File: src/rtl/booth_r4_mult_param_if.sv
// Bus-side signal bundle for the radix-4 Booth multiplier peripheral.
// Handshake: a request transfers on the clk edge where start=1 and start_ready=1.
interface booth_r4_mult_param_if #(
  parameter int WIDTH = 16
);
  logic                 start;
  logic                 start_ready;
  logic                 mode_signed;
  logic [WIDTH-1:0]     data_a;
  logic [WIDTH-1:0]     data_b;
  logic                 abort;
  logic                 irq_enable;
  logic                 ack;
  logic                 busy;
  logic                 done;
  logic                 irq;
  logic [2*WIDTH-1:0]   result;
  logic [1:0]           state_dbg;

  modport master (
    output start, mode_signed, data_a, data_b, abort, irq_enable, ack,
    input  start_ready, busy, done, irq, result, state_dbg
  );

  modport slave (
    input  start, mode_signed, data_a, data_b, abort, irq_enable, ack,
    output start_ready, busy, done, irq, result, state_dbg
  );
endinterface

File: src/rtl/booth_r4_mult_param.sv
// Sequential radix-4 Booth multiplier, WIDTH x WIDTH -> 2*WIDTH, one digit per cycle,
// with abort, persistent result register and irq/busy/ack completion semantics.
module booth_r4_mult_param #(
  parameter int WIDTH = 16
) (
  input  logic                  clk,
  input  logic                  resetn,
  booth_r4_mult_param_if.slave  bus
);
  localparam int E  = WIDTH + 2;      // extended operand width
  localparam int N  = E / 2;          // number of Booth digits
  localparam int AW = 2 * E + 1;      // accumulator width
  localparam int CW = $clog2(N);

  typedef enum logic [1:0] {
    ST_IDLE = 2'd0,
    ST_RUN  = 2'd1,
    ST_DONE = 2'd2
  } state_t;

  state_t                 state, state_nxt;
  logic signed [E:0]      a_q;
  logic [E:0]             b_q;
  logic signed [AW-1:0]   acc_q;
  logic [CW-1:0]          cnt_q;
  logic [2*WIDTH-1:0]     result_q;
  logic                   done_q;
  logic                   irq_q;

  logic                   accept;
  logic                   step;
  logic                   last;
  logic signed [E:0]      pp;
  logic signed [AW-1:0]   pp_al;
  logic signed [AW-1:0]   acc_nxt;
  logic                   sa;
  logic                   sb;

  assign accept = (state == ST_IDLE) && bus.start;
  assign step   = (state == ST_RUN) && !bus.abort;
  assign last   = step && (cnt_q == CW'(N - 1));
  assign sa     = bus.mode_signed & bus.data_a[WIDTH-1];
  assign sb     = bus.mode_signed & bus.data_b[WIDTH-1];

  always_ff @(posedge clk) begin
    if (!resetn) state <= ST_IDLE;
    else         state <= state_nxt;
  end

  always_comb begin
    state_nxt = state;
    case (state)
      ST_IDLE: if (bus.start) state_nxt = ST_RUN;
      ST_RUN: begin
        // abort wins over completion on the same edge
        if (bus.abort)                   state_nxt = ST_IDLE;
        else if (cnt_q == CW'(N - 1))    state_nxt = ST_DONE;
      end
      ST_DONE: if (bus.ack) state_nxt = ST_IDLE;
      default: state_nxt = ST_IDLE;
    endcase
  end

  // b_q holds {ext_b, 0}; its low three bits are always the current digit.
  always_comb begin
    pp = '0;
    case (b_q[2:0])
      3'b001, 3'b010: pp = a_q;
      3'b011:         pp = a_q <<< 1;
      3'b100:         pp = -(a_q <<< 1);
      3'b101, 3'b110: pp = -a_q;
      default:        pp = '0;
    endcase
  end

  // Partial product enters at the MSBs; after N-1 further shifts digit 0 lands at bit 2.
  assign pp_al   = {pp, {(2 * N){1'b0}}};
  assign acc_nxt = (acc_q >>> 2) + pp_al;

  always_ff @(posedge clk) begin
    if (!resetn) begin
      a_q      <= '0;
      b_q      <= '0;
      acc_q    <= '0;
      cnt_q    <= '0;
      result_q <= '0;
      done_q   <= 1'b0;
      irq_q    <= 1'b0;
    end else begin
      done_q <= 1'b0;
      if (accept) begin
        a_q   <= {{3{sa}}, bus.data_a};
        b_q   <= {{2{sb}}, bus.data_b, 1'b0};
        acc_q <= '0;
        cnt_q <= '0;
      end else if (step) begin
        acc_q <= acc_nxt;
        b_q   <= {b_q[E], b_q[E], b_q[E:2]};
        cnt_q <= cnt_q + CW'(1);
        if (last) begin
          result_q <= acc_nxt[2*WIDTH+1:2];
          done_q   <= 1'b1;
          irq_q    <= bus.irq_enable;
        end
      end
      if ((state == ST_DONE) && bus.ack) irq_q <= 1'b0;
    end
  end

  assign bus.start_ready = (state == ST_IDLE);
  assign bus.busy        = (state != ST_IDLE);
  assign bus.done        = done_q;
  assign bus.irq         = irq_q;
  assign bus.result      = result_q;
  assign bus.state_dbg   = state;
endmodule
File: src/flat_wrapper.sv
// flat-port wrapper written by rule: the top's interface ports become plain ports
module booth_r4_mult_param_flat 
#(
  parameter int WIDTH = 16
)
  (clk, resetn, bus_start, bus_mode_signed, bus_data_a, bus_data_b, bus_abort, bus_irq_enable, bus_ack, bus_start_ready, bus_busy, bus_done, bus_irq, bus_result, bus_state_dbg);
  booth_r4_mult_param_if #(.WIDTH(WIDTH)) bus_i ();
  input  logic clk;
  input  logic resetn;
  input wire logic [$bits(bus_i.start)-1:0] bus_start;
  input wire logic [$bits(bus_i.mode_signed)-1:0] bus_mode_signed;
  input wire logic [$bits(bus_i.data_a)-1:0] bus_data_a;
  input wire logic [$bits(bus_i.data_b)-1:0] bus_data_b;
  input wire logic [$bits(bus_i.abort)-1:0] bus_abort;
  input wire logic [$bits(bus_i.irq_enable)-1:0] bus_irq_enable;
  input wire logic [$bits(bus_i.ack)-1:0] bus_ack;
  output wire logic [$bits(bus_i.start_ready)-1:0] bus_start_ready;
  output wire logic [$bits(bus_i.busy)-1:0] bus_busy;
  output wire logic [$bits(bus_i.done)-1:0] bus_done;
  output wire logic [$bits(bus_i.irq)-1:0] bus_irq;
  output wire logic [$bits(bus_i.result)-1:0] bus_result;
  output wire logic [$bits(bus_i.state_dbg)-1:0] bus_state_dbg;
  assign bus_i.start = bus_start;
  assign bus_i.mode_signed = bus_mode_signed;
  assign bus_i.data_a = bus_data_a;
  assign bus_i.data_b = bus_data_b;
  assign bus_i.abort = bus_abort;
  assign bus_i.irq_enable = bus_irq_enable;
  assign bus_i.ack = bus_ack;
  assign bus_start_ready = bus_i.start_ready;
  assign bus_busy = bus_i.busy;
  assign bus_done = bus_i.done;
  assign bus_irq = bus_i.irq;
  assign bus_result = bus_i.result;
  assign bus_state_dbg = bus_i.state_dbg;
  booth_r4_mult_param #(.WIDTH(WIDTH)) u_core (.clk(clk), .resetn(resetn), .bus(bus_i));
endmodule
File: config.mk
export PLATFORM = sky130hd
export DESIGN_NAME = booth_r4_mult_param_flat
export DESIGN_NICKNAME = d
export VERILOG_FILES = /design/src/rtl/booth_r4_mult_param_if.sv /design/src/rtl/booth_r4_mult_param.sv /design/src/flat_wrapper.sv
export SDC_FILE = /design/constraint.sdc
export NUM_CORES = 1
export LEC_CHECK = 0
export CORE_MARGIN = 4
export CORE_UTILIZATION = 45
export CTS_BUF_LIST = sky130_fd_sc_hd__clkbuf_4 sky130_fd_sc_hd__clkbuf_8
export CTS_CLUSTER_DIAMETER = 100
export DETAILED_ROUTE_END_ITERATION = 10
export DONT_BUFFER_PORTS = 1
export PLACE_DENSITY = 0.64
export SYNTH_ARGS = -nofsm -noshare
export SYNTH_HDL_FRONTEND = slang
export SYNTH_SLANG_ARGS = --single-unit
File: constraint.sdc
create_clock -name clk -period 4.7 [get_ports clk]
set_clock_uncertainty 0.1 [all_clocks]
set_input_delay 0.705 -clock clk [delete_from_list [all_inputs] [get_ports clk]]
set_output_delay 0.705 -clock clk [all_outputs]
set_load 0.02 [all_outputs]
==> impl_metrics.json, run 1 <==
{
  "status": "completed",
  "p_seq_share_pct": 53.7,
  "start_kind": "register",
  "cts_setup_buffers": 0,
  "synthArstFlopShare_pct": 0,
  "routed_wl_mm": 15.2,
  "avgSynthCellArea_um2": 7.42,
  "max_slew.worst_pin.slew_ns": 0.964,
  "reg2reg_from": "u_core.a_q[2]",
  "path_buf_inv": 0,
  "die_w_um": 124,
  "pwr-share-comb_pct": 16.2,
  "finalSetupViolations": 0,
  "worst_path_largest_cell_delay_ns": 0.57,
  "route.detailed.wl_per_inst_um": 15.8,
  "path_class": "reg2reg",
  "die_area_um2": 15300,
  "synth_edf_count": 0,
  "maxSlewHeadroom_pct": 35.6,
  "power_per_cell_area_nw_per_um2": 289,
  "initial_core_util_pct": 45.8,
  "p_switching_mw": 0.565,
  "die_h_um": 124,
  "hold_path.class": "in2reg",
  "internal_power_mw": 1.26,
  "grt_use_met2_pct": 32.8,
  "final.min_clock_period_ns": 4.34,
  "use_met1_pct": 26.8,
  "drive_gt1_share_pct": 6.26,
  "rsz0062_at_grt": "false",
  "place_inst": 943,
  "ant_nets": 0,
  "cp.required_ns": 4.89,
  "endpoint_kind": "register",
  "syn_area_um2": 6040,
  "synth_cell_types": 64,
  "crit_slowest_cell": "nor4_4",
  "drtPass1Iterations": 5,
  "final_nets": 839,
  "ios": 77,
  "antenna_found_initial": 0,
  "hpwl_mm": 10.9,
  "fin_cells": 959,
  "place_ws_ns": 0.404,
  "cts-root-buf": "clkbuf_8",
  "io_buffers": 0,
  "clkTransAtPathRegs_ns": 0.11,
  "ys_seq_area_share_pct": 36.1,
  "num_rows": 42,
  "cp_max_fo": 10,
  "grt_overflow": 0,
  "swShare_pct": 31.0,
  "worstHoldStart": "bus_ack",
  "grt_usage_pct": 20.1,
  "syn_inst": 814,
  "timing_hold_violations_final": 0,
  "total_power_mw": 1.82,
  "stdcell_area_um2": 6310,
  "clock_sinks": 109,
  "clk_latency_ns": 0.39,
  "fin_crit_sh_pct": 92.3,
  "ctsHoldBuffers": 0,
  "busiest_layer": "met2",
  "gr-usage-met3_pct": 3.54,
  "cts_resized": 0,
  "cts_made_buffers": 9,
  "area_growth_pct": 4.50,
  "cts_htree_levels": 3,
  "setup_slack_ns": 0.360,
  "synth_flop_cell": "dfxtp_1",
  "core_area_um2": 13200,
  "grt_pass1_wl_mm": 24.7,
  "ys_ff_latch": 109,
  "cts_buffer_depth": 2,
  "drv_slew": 0,
  "peakVddDrop_v": 0.000128,
  "critPathLaunch": "u_core.a_q[2]",
  "fillers": 1357,
  "via_count": 5468,
  "crit_arrival_ns": 4.53,
  "p_leak_nw": 2.37,
  "synth_warnings": 0,
  "gp_congestion": 0.897,
  "drv_cap": 0,
  "crit_family": "simple AND/OR/NAND/NOR gates",
  "routed_via_density": 5.70,
  "dpl_cell_area_um2": 6130,
  "cp_cell_sequence": "nor4_4, nand3_2, or3_1, xnor2_1, nor2_1, o21bai_1, mux4_2, ha_1, nand3_1, or2_2, o21ai_0, a21oi_1, and4_1, a311o_1",
  "first_global_vias": 5069,
  "initialDrtViolationCount": 408,
  "route.detailed.drc": 0,
  "totalNegativeSetupSlack_ns": 0,
  "grt_max_degree": 60,
  "synth.net_count": 875,
  "max_freq_ghz": 0.230,
  "cts_tree": "built",
  "antenna_cells": 0,
  "p_clk_share_pct": 30.1
}
==> worst paths after layout <==
check,endpoint,slack (ns),depth (start not counted)
hold reg to reg,u_core.bus.result[0],0.36,2
hold / removal,u_core.bus.irq,0.32,1
setup / recovery,u_core.acc_q[34],0.36,14
setup reg to reg,u_core.acc_q[34],0.36,14
==> per-layer routing <==
| layer | vias to the layer above | routed length [um] |
|---|---|---|
| met4 | 0 | 224 |
| met2 | 122 | 7180 |
| li1 | 2756 | - |
| met3 | 17 | 791 |
| met1 | 2573 | 7000 |
| met5 | - | 0 |
==> kinds of logic after synthesis <==
family                   Yosys count  share of synthesized area, %
AO/OA/AOI/OAI                    216                          22.1
XOR/XNOR                          29                          4.33
adder cells (fa/ha/maj)           22                          4.68
buffers and inverters             77                          5.12
flip-flops                       109                          36.1
multiplexers                       9                          2.24
AND/OR/NAND/NOR                  352                          25.4
==> synth_stat cells (2+ instances only) <==
master	count	area (um^2)
nor3_1	6	30.0
o21a_1	3	22.5
o221ai_1	4	35.0
buf_6	2	22.5
a21o_1	9	67.6
nor4_1	2	12.5
a22oi_1	5	37.5
nor2_1	51	191
a211oi_1	6	45.0
mux4_2	2	45.0
and4_1	2	17.5
xnor2_1	20	175
a221oi_1	5	43.8
or3_1	5	31.3
a21oi_1	107	536
o31ai_1	2	15.0
mux2i_1	3	30.0
nand2b_1	5	31.3
nand3_1	27	135
o311ai_0	2	17.5
xor2_1	8	70.1
dfxtp_1	109	2180
nor4_4	2	42.5
a31oi_1	12	75.1
ha_1	21	263
o211ai_1	7	52.6
nand2_1	224	841
nand4_1	9	56.3
or2_2	2	12.5
a2111oi_0	2	17.5
clkbuf_1	49	184
mux2_2	3	33.8
o21bai_1	4	30.0
inv_1	13	48.8
or4_1	4	30.0
buf_1	8	30.0
o211a_1	11	110
a311oi_1	2	17.5
o21ai_0	24	120
and2_1	5	31.3
buf_2	4	20.0
==> final cells by class <==
| type | count | area [um^2] | share of cell area [%] |
|---|---|---|---|
| inverters | 14 | 52.6 | 0.833 |
| repair buffers | 16 | 120 | 1.90 |
| well taps | 176 | 220 | 3.49 |
| flip-flops and latches | 109 | 2180 | 34.6 |
| clock buffers | 9 | 124 | 1.96 |
| multi-input cells | 628 | 3560 | 56.3 |
| clock inverters | 7 | 56.3 | 0.892 |
==> power by group through the flow <==
stage	Sequential [mW]	Combinational, mW	Clock [mW]
4_1_cts	0.977	0.296	0.566
2_1_floorplan	0.980	0.249	0
6_report	0.978	0.295	0.549
5_1_grt	0.982	0.332	0.605
3_5_place_dp	0.998	0.295	0
3_3_place_gp	0.997	0.287	0
==> registers in the layout, summed over array words and instances (netlist names) <==
| name | count |
|---|---|
| u_core.b_q | 19 |
| u_core.acc_q | 33 |
| u_core.bus.irq | 1 |
| u_core.bus.done | 1 |
| u_core.bus.result | 32 |
| u_core.a_q | 17 |
| u_core.bus.state_dbg | 2 |
| u_core.cnt_q | 4 |
==> stage by stage <==
step	util, %	hold WS, ns
2_1_floorplan	-	0.332
3_3_place_gp	46.5	0.342
3_5_place_dp	46.5	0.345
4_1_cts	47.8	0.298
5_1_grt	47.8	0.294
6_report	47.8	0.316
==> cell usage in the layout, fill, tap and decap left out, drive strengths merged, types with 3 or more instances in the layout <==
| cell type | count |
|---|---|
| nand2 | 224 |
| dfxtp | 109 |
| a21oi | 107 |
| nor2 | 51 |
| nand3 | 28 |
| o21ai | 25 |
| ha | 21 |
| xnor2 | 21 |
| buf | 16 |
| inv | 16 |
| a31oi | 12 |
| o211a | 11 |
| a21o | 9 |
| nand4 | 9 |
| clkbuf | 9 |
| xor2 | 8 |
| o211ai | 7 |
| a211oi | 6 |
| nor3 | 6 |
| and2 | 5 |
| or3 | 5 |
| a221oi | 5 |
| a22oi | 5 |
| nand2b | 5 |
| or4 | 5 |
| o21bai | 4 |
| o221ai | 4 |
| nor4 | 4 |
| mux2i | 3 |
| mux2 | 3 |
| o21a | 3 |
| o311ai | 3 |
| mux4 | 3 |
| clkinv | 3 |
No activity file was read; power rests on OpenSTA's default activity.
==> inputs of run 2 (changes only) <==
- CORE_MARGIN: 4 -> not set
==> impl_metrics.json, run 2 (synthesis results as in run 1) <==
{
  "crit_path_frequent_cell": "nand3_1",
  "cts_tree": "built",
  "max_freq_ghz": 0.232,
  "internal_power_mw": 1.31,
  "grt_max_degree": 60,
  "clk_latency_ns": 0.39,
  "clkTransAtPathRegs_ns": 0.11,
  "endpoint_kind": "register",
  "p_seq_share_pct": 52.2,
  "cts_setup_buffers": 0,
  "max_slew.worst_pin.slew_ns": 0.844,
  "core_area_um2": 12900,
  "crit_slowest_cell": "nor4_4",
  "initialDrtViolationCount": 286,
  "die_area_um2": 13900,
  "p_clk_share_pct": 32.0,
  "area_growth_pct": 4.76,
  "drive_gt1_share_pct": 6.14,
  "drtPass1Iterations": 4,
  "grt_overflow": 0,
  "ctsHoldBuffers": 0,
  "cp.required_ns": 4.89,
  "largest_register_ff_count": 33,
  "crit_arrival_ns": 4.51,
  "p_leak_nw": 2.38,
  "status": "completed",
  "timing_hold_violations_final": 0,
  "first_global_vias": 4937,
  "antenna_cells": 0,
  "final_cell_mix": "nand2_1, dfxtp_1, a21oi_1",
  "totalNegativeSetupSlack_ns": 0,
  "routed_via_density": 5.60,
  "clock_sinks": 109,
  "crit_family": "simple AND/OR/NAND/NOR gates",
  "cts_buffer_depth": 2,
  "die_w_um": 118,
  "swShare_pct": 29.8,
  "final.min_clock_period_ns": 4.31,
  "fillers": 1285,
  "ant_nets": 0,
  "ios": 77,
  "cts-root-buf": "clkbuf_8",
  "path_buf_inv": 0,
  "finalSetupViolations": 0,
  "drv_cap": 0,
  "cts_made_buffers": 9,
  "maxSlewHeadroom_pct": 43.8,
  "hpwl_mm": 10.2,
  "top_register": "u_core.acc_q",
  "routed_wl_mm": 14.6,
  "start_kind": "register",
  "fin_cells": 954,
  "io_buffers": 0,
  "cp_max_fo": 10,
  "cts_htree_levels": 3,
  "num_rows": 41,
  "rsz0062_at_grt": "false",
  "via_count": 5344,
  "grt_usage_pct": 21.6,
  "gp_congestion": 0.911,
  "p_switching_mw": 0.557,
  "cts_resized": 0,
  "worst_path_largest_cell_delay_ns": 0.58,
  "route.detailed.wl_per_inst_um": 15.3,
  "antenna_found_initial": 0,
  "initial_core_util_pct": 46.9,
  "grt_pass1_wl_mm": 24.5,
  "drv_slew": 0,
  "power_per_cell_area_nw_per_um2": 295,
  "route.detailed.drc": 0,
  "final_common_cell": "nand2_1",
  "path_class": "reg2reg",
  "fin_crit_sh_pct": 91.8,
  "peakVddDrop_v": 0.000163,
  "pwr-share-comb_pct": 15.7,
  "die_h_um": 118,
  "cp_cell_sequence": "nor4_4, nand3_1, or4_4, xnor2_2, o21bai_1, mux4_2, ha_1, nand3_1, or2_2, o21ai_0, a21oi_1, and4_1, a311o_1",
  "final_nets": 838,
  "place_inst": 938,
  "hold_path.class": "in2reg"
}
run 2: power groups by stage:
stage	Sequential (mW)	Clock [mW]	Combinational [mW]
2_1_floorplan	0.980	0	0.249
3_3_place_gp	0.996	0	0.289
3_5_place_dp	0.997	0	0.293
4_1_cts	0.976	0.622	0.294
5_1_grt	0.980	0.653	0.329
6_report	0.976	0.598	0.294
run 2: cell type report:
| class | count | area (um^2) | share of cell area, % |
|---|---|---|---|
| Clock buffer | 9 | 124 | 1.96 |
| Multi-Input combinational cell | 628 | 3560 | 56.2 |
| Timing Repair Buffer | 15 | 113 | 1.78 |
| Inverter | 14 | 52.6 | 0.831 |
| Sequential cell | 109 | 2180 | 34.5 |
| Tap cell | 172 | 215 | 3.40 |
| Clock inverter | 7 | 85.1 | 1.34 |
run 2: stage by stage:
step           total power [mW]  instance area (um^2)  hold slack (ns)  setup slack [ns]  util, %
2_1_floorplan              1.23                  6040            0.332             0.709        -
3_3_place_gp               1.29                  6120            0.344             0.543     47.5
3_5_place_dp               1.29                  6120            0.350             0.414     47.5
4_1_cts                    1.89                  6330            0.297             0.404     49.1
5_1_grt                    1.96                  6330            0.310            0.0721     49.1
6_report                   1.87                  6330            0.320             0.385     49.1
run 2: final timing paths:
| kind | startpoint | endpoint | slack, ns | cells past startpoint |
|---|---|---|---|---|
| setup reg to reg | u_core.a_q[2] | u_core.acc_q[34] | 0.39 | 13 |
| hold reg to reg | u_core.acc_q[4] | u_core.bus.result[0] | 0.37 | 2 |
| hold / removal | bus_ack | u_core.bus.irq | 0.32 | 1 |
| setup / recovery | u_core.a_q[2] | u_core.acc_q[34] | 0.39 | 13 |
run 2: metal layers:
layer / track usage (%) / share of wire (%)
met5: 0 / 0
met4: 7.45 / 1.6
met3: 4.46 / 4.9
met2: 35.0 / 47
met1: 28.4 / 47
==> inputs of run 3 (changes only) <==
- GPL_ROUTABILITY_DRIVEN: not set -> 0
==> impl_metrics.json, run 3 (synthesis results as in run 1) <==
{
  "max_freq_ghz": 0.233,
  "crit_slowest_cell": "nor4_4",
  "reg2reg_slack_ns": 0.41,
  "worstSetupPathDepth": 15,
  "clk_latency_ns": 0.39,
  "route.detailed.drc": 0,
  "stdcell_area_um2": 6330,
  "internal_power_mw": 1.37,
  "cts_htree_levels": 3,
  "area_growth_pct": 4.74,
  "grt_use_met2_pct": 35.7,
  "drtPass1Iterations": 7,
  "maxSlewHeadroom_pct": 56.9,
  "crit_family": "simple AND/OR/NAND/NOR gates",
  "totalNegativeSetupSlack_ns": 0,
  "path_class": "reg2reg",
  "drive_gt1_share_pct": 5.91,
  "p_leak_nw": 2.38,
  "via_count": 5470,
  "crit_path_frequent_cell": "o211ai_1",
  "first_global_vias": 5158,
  "grt_max_degree": 60,
  "p_seq_share_pct": 51.2,
  "gr-usage-met3_pct": 4.84,
  "grt_overflow": 0,
  "cp_max_fo": 10,
  "cts_made_buffers": 9,
  "grt_pass1_wl_mm": 24.6,
  "hold_slack_ns": 0.320,
  "timing_hold_violations_final": 0,
  "io_buffers": 0,
  "place_inst": 937,
  "initialDrtViolationCount": 322,
  "cp.required_ns": 4.88,
  "largest_register_ff_count": 33,
  "ios": 77,
  "antenna_cells": 0,
  "max_slew.worst_pin.slew_ns": 0.646,
  "r2r_end": "u_core.acc_q[36]",
  "reg2reg_from": "u_core.a_q[2]",
  "hold_end": "u_core.bus.irq",
  "antenna_found_initial": 0,
  "fillers": 1286,
  "endpoint_kind": "register",
  "pwr-share-comb_pct": 15.5,
  "start_kind": "register",
  "die_w_um": 118,
  "cts_setup_buffers": 0,
  "rsz0062_at_grt": "false",
  "seqCellArea_um2": 2180,
  "use_met1_pct": 27.0,
  "finalSetupViolations": 0,
  "die_h_um": 118,
  "route.detailed.wl_per_inst_um": 15.3,
  "final.min_clock_period_ns": 4.29,
  "cts-root-buf": "clkbuf_8",
  "cp_cell_sequence": "nor4_4, nand3_2, or3_1, xnor2_1, nor2_1, o21bai_1, mux4_2, ha_1, nand3_1, o211ai_1, a2111oi_0, o21a_1, o211ai_1, a31oi_1, nand2b_1",
  "p_switching_mw": 0.533,
  "worst_path_largest_cell_delay_ns": 0.57,
  "multi_input_comb_area_um2": 3560,
  "whs_path_depth": 1,
  "drv_cap": 0,
  "final_nets": 837,
  "final_cell_mix": "nand2_1, dfxtp_1, a21oi_1",
  "final_util_pct": 49.1,
  "routed_wl_mm": 14.6,
  "hold_path.class": "in2reg",
  "status": "completed",
  "clkTransAtPathRegs_ns": 0.10,
  "worstHoldStart": "bus_ack",
  "path_buf_inv": 0,
  "peakVddDrop_v": 0.000158,
  "fin_crit_sh_pct": 91.4,
  "fin_cells": 951,
  "die_area_um2": 13900,
  "dpl_cell_area_um2": 6110,
  "p_clk_share_pct": 33.3,
  "hpwl_mm": 10.2,
  "reg2reg_depth": 15,
  "grt_usage_pct": 21.6,
  "power_per_cell_area_nw_per_um2": 301,
  "swShare_pct": 27.9,
  "crit_arrival_ns": 4.48,
  "num_rows": 41,
  "top_register": "u_core.acc_q",
  "drv_slew": 0,
  "core_area_um2": 12900,
  "final_common_cell": "nand2_1",
  "cts_tree": "built",
  "busiest_layer": "met2",
  "cts_buffer_depth": 2,
  "clock_sinks": 109,
  "ant_nets": 0,
  "routed_via_density": 5.75,
  "initial_core_util_pct": 46.9
}
-- run 3: cell types whose count changed in the layout (fill, tap and decap cells not counted), sizes merged --
cell,change
buf,-1
clkbuf,+2
bufinv,+1
inv,-1
clkinvlp,-1
clkinv,-3
-- run 3: power by group through the flow --
stage / clock, mW / sequential, mW / combinational [mW]
after floorplan: 0 / 0.980 / 0.249
after detailed placement: 0 / 0.997 / 0.294
final: 0.635 / 0.976 / 0.295
after CTS: 0.654 / 0.976 / 0.294
after global routing: 0.689 / 0.980 / 0.330
after global placement: 0 / 0.996 / 0.286
-- run 3: metrics by stage --
stage / setup slack, ns / power [mW]
2_1_floorplan: 0.709 / 1.23
3_3_place_gp: 0.559 / 1.28
3_5_place_dp: 0.467 / 1.29
4_1_cts: 0.442 / 1.92
5_1_grt: 0.0739 / 2.00
6_report: 0.406 / 1.91
-- run 3: area by class of cell --
cell class / instances / area share (%)
Inverter: 14 / 0.831
Clock inverter: 3 / 1.09
Tap cell: 172 / 3.40
Multi-Input combinational cell: 628 / 56.2
Clock buffer: 11 / 2.29
Sequential cell: 109 / 34.5
Timing Repair Buffer: 14 / 1.66
-- run 3: timing repair --
item                                    4_1_cts  5_1_grt
gates resized for setup                       0        1
endpoints found under the setup margin        0        2
hold buffers                                  0        0
-- run 3: metal layers --
| layer | vias to the layer above | routed length [um] |
|---|---|---|
| met5 | - | 0 |
| met4 | 0 | 340 |
| met3 | 28 | 896 |
| met2 | 169 | 6690 |
| met1 | 2524 | 6670 |
| li1 | 2749 | - |
-- run 3: worst reg2reg max path, cell delays in order (launching register included) --
cell,delay [ns]
dfxtp_1,0.42
nor4_4,0.57
nand3_2,0.17
or3_1,0.35
xnor2_1,0.18
nor2_1,0.07
o21bai_1,0.15
mux4_2,0.47
ha_1,0.46
nand3_1,0.19
o211ai_1,0.30
a2111oi_0,0.11
o21a_1,0.14
o211ai_1,0.22
a31oi_1,0.12
nand2b_1,0.17
-- run 3: worst max path at each step --
| stage | from | endpoint | slack [ns] |
|---|---|---|---|
| after floorplan | u_core.a_q[2] | u_core.acc_q[34] | 0.71 |
| after global placement | u_core.b_q[0] | u_core.acc_q[34] | 0.56 |
| after detailed placement | u_core.a_q[2] | u_core.acc_q[36] | 0.47 |
| after CTS | u_core.b_q[0] | u_core.acc_q[30] | 0.44 |
| after global routing | u_core.a_q[2] | u_core.bus.result[30] | 0.07 |
| final | u_core.a_q[2] | u_core.acc_q[36] | 0.41 |
==> RTL edit (settings of run 2) <==
`WIDTH` is set to 16 in 3 places; all go to 8.
--- a/src/rtl/booth_r4_mult_param_if.sv
+++ b/src/rtl/booth_r4_mult_param_if.sv
@@ -1,7 +1,7 @@
 // Bus-side signal bundle for the radix-4 Booth multiplier peripheral.
 // Handshake: a request transfers on the clk edge where start=1 and start_ready=1.
 interface booth_r4_mult_param_if #(
-  parameter int WIDTH = 16
+  parameter int WIDTH = 8
 );
   logic                 start;
   logic                 start_ready;
--- a/src/rtl/booth_r4_mult_param.sv
+++ b/src/rtl/booth_r4_mult_param.sv
@@ -1,7 +1,7 @@
 // Sequential radix-4 Booth multiplier, WIDTH x WIDTH -> 2*WIDTH, one digit per cycle,
 // with abort, persistent result register and irq/busy/ack completion semantics.
 module booth_r4_mult_param #(
-  parameter int WIDTH = 16
+  parameter int WIDTH = 8
 ) (
   input  logic                  clk,
   input  logic                  resetn,
--- a/src/flat_wrapper.sv
+++ b/src/flat_wrapper.sv
@@ -1,7 +1,7 @@
 // flat-port wrapper written by rule: the top's interface ports become plain ports
 module booth_r4_mult_param_flat 
 #(
-  parameter int WIDTH = 16
+  parameter int WIDTH = 8
 )
   (clk, resetn, bus_start, bus_mode_signed, bus_data_a, bus_data_b, bus_abort, bus_irq_enable, bus_ack, bus_start_ready, bus_busy, bus_done, bus_irq, bus_result, bus_state_dbg);
   booth_r4_mult_param_if #(.WIDTH(WIDTH)) bus_i ();
Interface: changed (resized bus_data_a, bus_data_b and bus_result); port bits go from 77 to 45. No check against the original RTL was run, so the function may have changed too.
==> RTL edit against run 2 <==
  * Cell area shrank 43%
  * Hold slack gained 0.041 ns
  * Routed wire length shrank 46%
  * Sequential share of layout area shrank 1.0 points
  * Synthesized area shrank 45%
  * Sequential cell count shrank 49
  * Count of clock-buffer cells in the layout grew 1
  * Power shrank 33%
  * Sequential power shrank 44%
  * Synthesized cell count shrank 47%
  * Critical path depth shrank 1
  * Worst setup slack gained 0.72 ns
  * Highest routed layer unchanged
==> RTL edit: results (changes against run 2) <==
power:
  power_leakage_uw: 0.00134  # was 0.00238 µW
  p_switching_uw: 340  # was 557 µW
  p_comb_share_pct: 13.5  # was 15.7%
  ir_drop_mv: 0.208  # was 0.163 mV
cells_and_area:
  n_fill_cell: 688  # was 1,285
  drive_above_1_share_pct: 6.86  # was 6.14%
  stdcell_count: 519  # was 954
setup_path:
  reg2reg_to: "u_core.acc_q[18]$_SDFFE_PP0P_"  # was u_core.acc_q[34]$_SDFFE_PP0P_
  crit_fanout: 20  # was 10
  cp.arrival_ns: 3.77  # was 4.51 ns
  reg2regPathDepth: 12  # was 13
  startpoint: "u_core.b_q[2]$_SDFFE_PN0P_"  # was u_core.a_q[2]$_SDFFE_PN0P_
  r2r_setup_slack_ns: 1.11  # was 0.39 ns
  crit_slowest_cell: "dfxtp_1"  # was nor4_4
  critPathCapture: "u_core.acc_q[18]$_SDFFE_PP0P_"  # was u_core.acc_q[34]$_SDFFE_PP0P_
logic_synthesis:
  synth_cell_type_count: 58  # was 64
  synth_cells: 429  # was 814
  synth_nets: 466  # was 875
global_routing:
  grt_max_degree: 34  # was 60
  grtUsageTotal_pct: 22.1  # was 21.6%
  met1_usage_pct: 30.1  # was 28.4%
  first_global_vias: 2761  # was 4,937
  gr-usage-met3_pct: 5.94  # was 4.46%
  grt_pass1_wl_um: 13200  # was 24,500 µm
sta:
  period_minus_slack_ns: 3.59  # was 4.31 ns
  worst_pin_slew_ns: 1.13  # was 0.844 ns
clock_tree:
  clk_pin_slew_ns: 0.08  # was 0.11 ns
placed_design:
  place_ws_ns: 1.17  # was 0.414 ns
  dp_cells: 503  # was 938
  gp_congestion: 0.859  # was 0.911
  dp_hpwl_um: 5370  # was 10,200 µm
route:
  drtPass1Iterations: 5  # was 4
  wl_met3_um: 431  # was 717 µm
outcome:
  status: "complete, no violations"  # unchanged
hold_path:
  min_path_type: "reg2reg"  # was in2reg
## RTL edit: kinds of logic (layout without fill, tap and decap cells)
logic type                 Yosys count  after routing  share of synthesized area [%]
buffers and inverters               39             33                           4.63
adders and majority gates           14             14                           5.50
muxes                                5              5                           1.54
and+or+nand+nor                    186            186                           25.4
AOI/OAI and AO/OA                  111            111                           23.1
xor gates and xnor gates            14             14                           3.69
DFF                                 60             60                           36.2
## RTL edit: cell type report
type	count	area, µm²	area share (%)
flip-flops and latches	60	1200	33.4
inverters	15	56.3	1.57
clock buffers	10	138	3.83
well taps	96	120	3.34
clock inverters	6	93.8	2.61
multi-input cells	330	1970	54.8
repair buffers	2	15.0	0.418
## RTL edit: tightest hold or removal path, delay by kind of cell, from the launching register on
| kind | cells | cell delay [ns] |
|---|---|---|
| and+or+nand+nor | 1 | 0.05 |
| DFF | 1 | 0.31 |
| AOI/OAI and AO/OA | 1 | 0.05 |
## RTL edit: how the worst min path moves through the flow
stage,start,end,slack (ns),depth (start not counted)
2_1_floorplan,u_core.acc_q[4]$_SDFFE_PP0P_,u_core.acc_q[4]$_SDFFE_PP0P_,0.34,2
3_3_place_gp,u_core.b_q[10]$_SDFFE_PN0P_,u_core.b_q[10]$_SDFFE_PN0P_,0.34,2
3_5_place_dp,u_core.acc_q[14]$_SDFFE_PP0P_,u_core.acc_q[14]$_SDFFE_PP0P_,0.35,2
4_1_cts,u_core.acc_q[16]$_SDFFE_PP0P_,u_core.acc_q[16]$_SDFFE_PP0P_,0.36,2
5_1_grt,bus_ack,u_core.bus.irq$_SDFFE_PP0P_,0.37,1
6_report,u_core.acc_q[16]$_SDFFE_PP0P_,u_core.acc_q[16]$_SDFFE_PP0P_,0.36,2
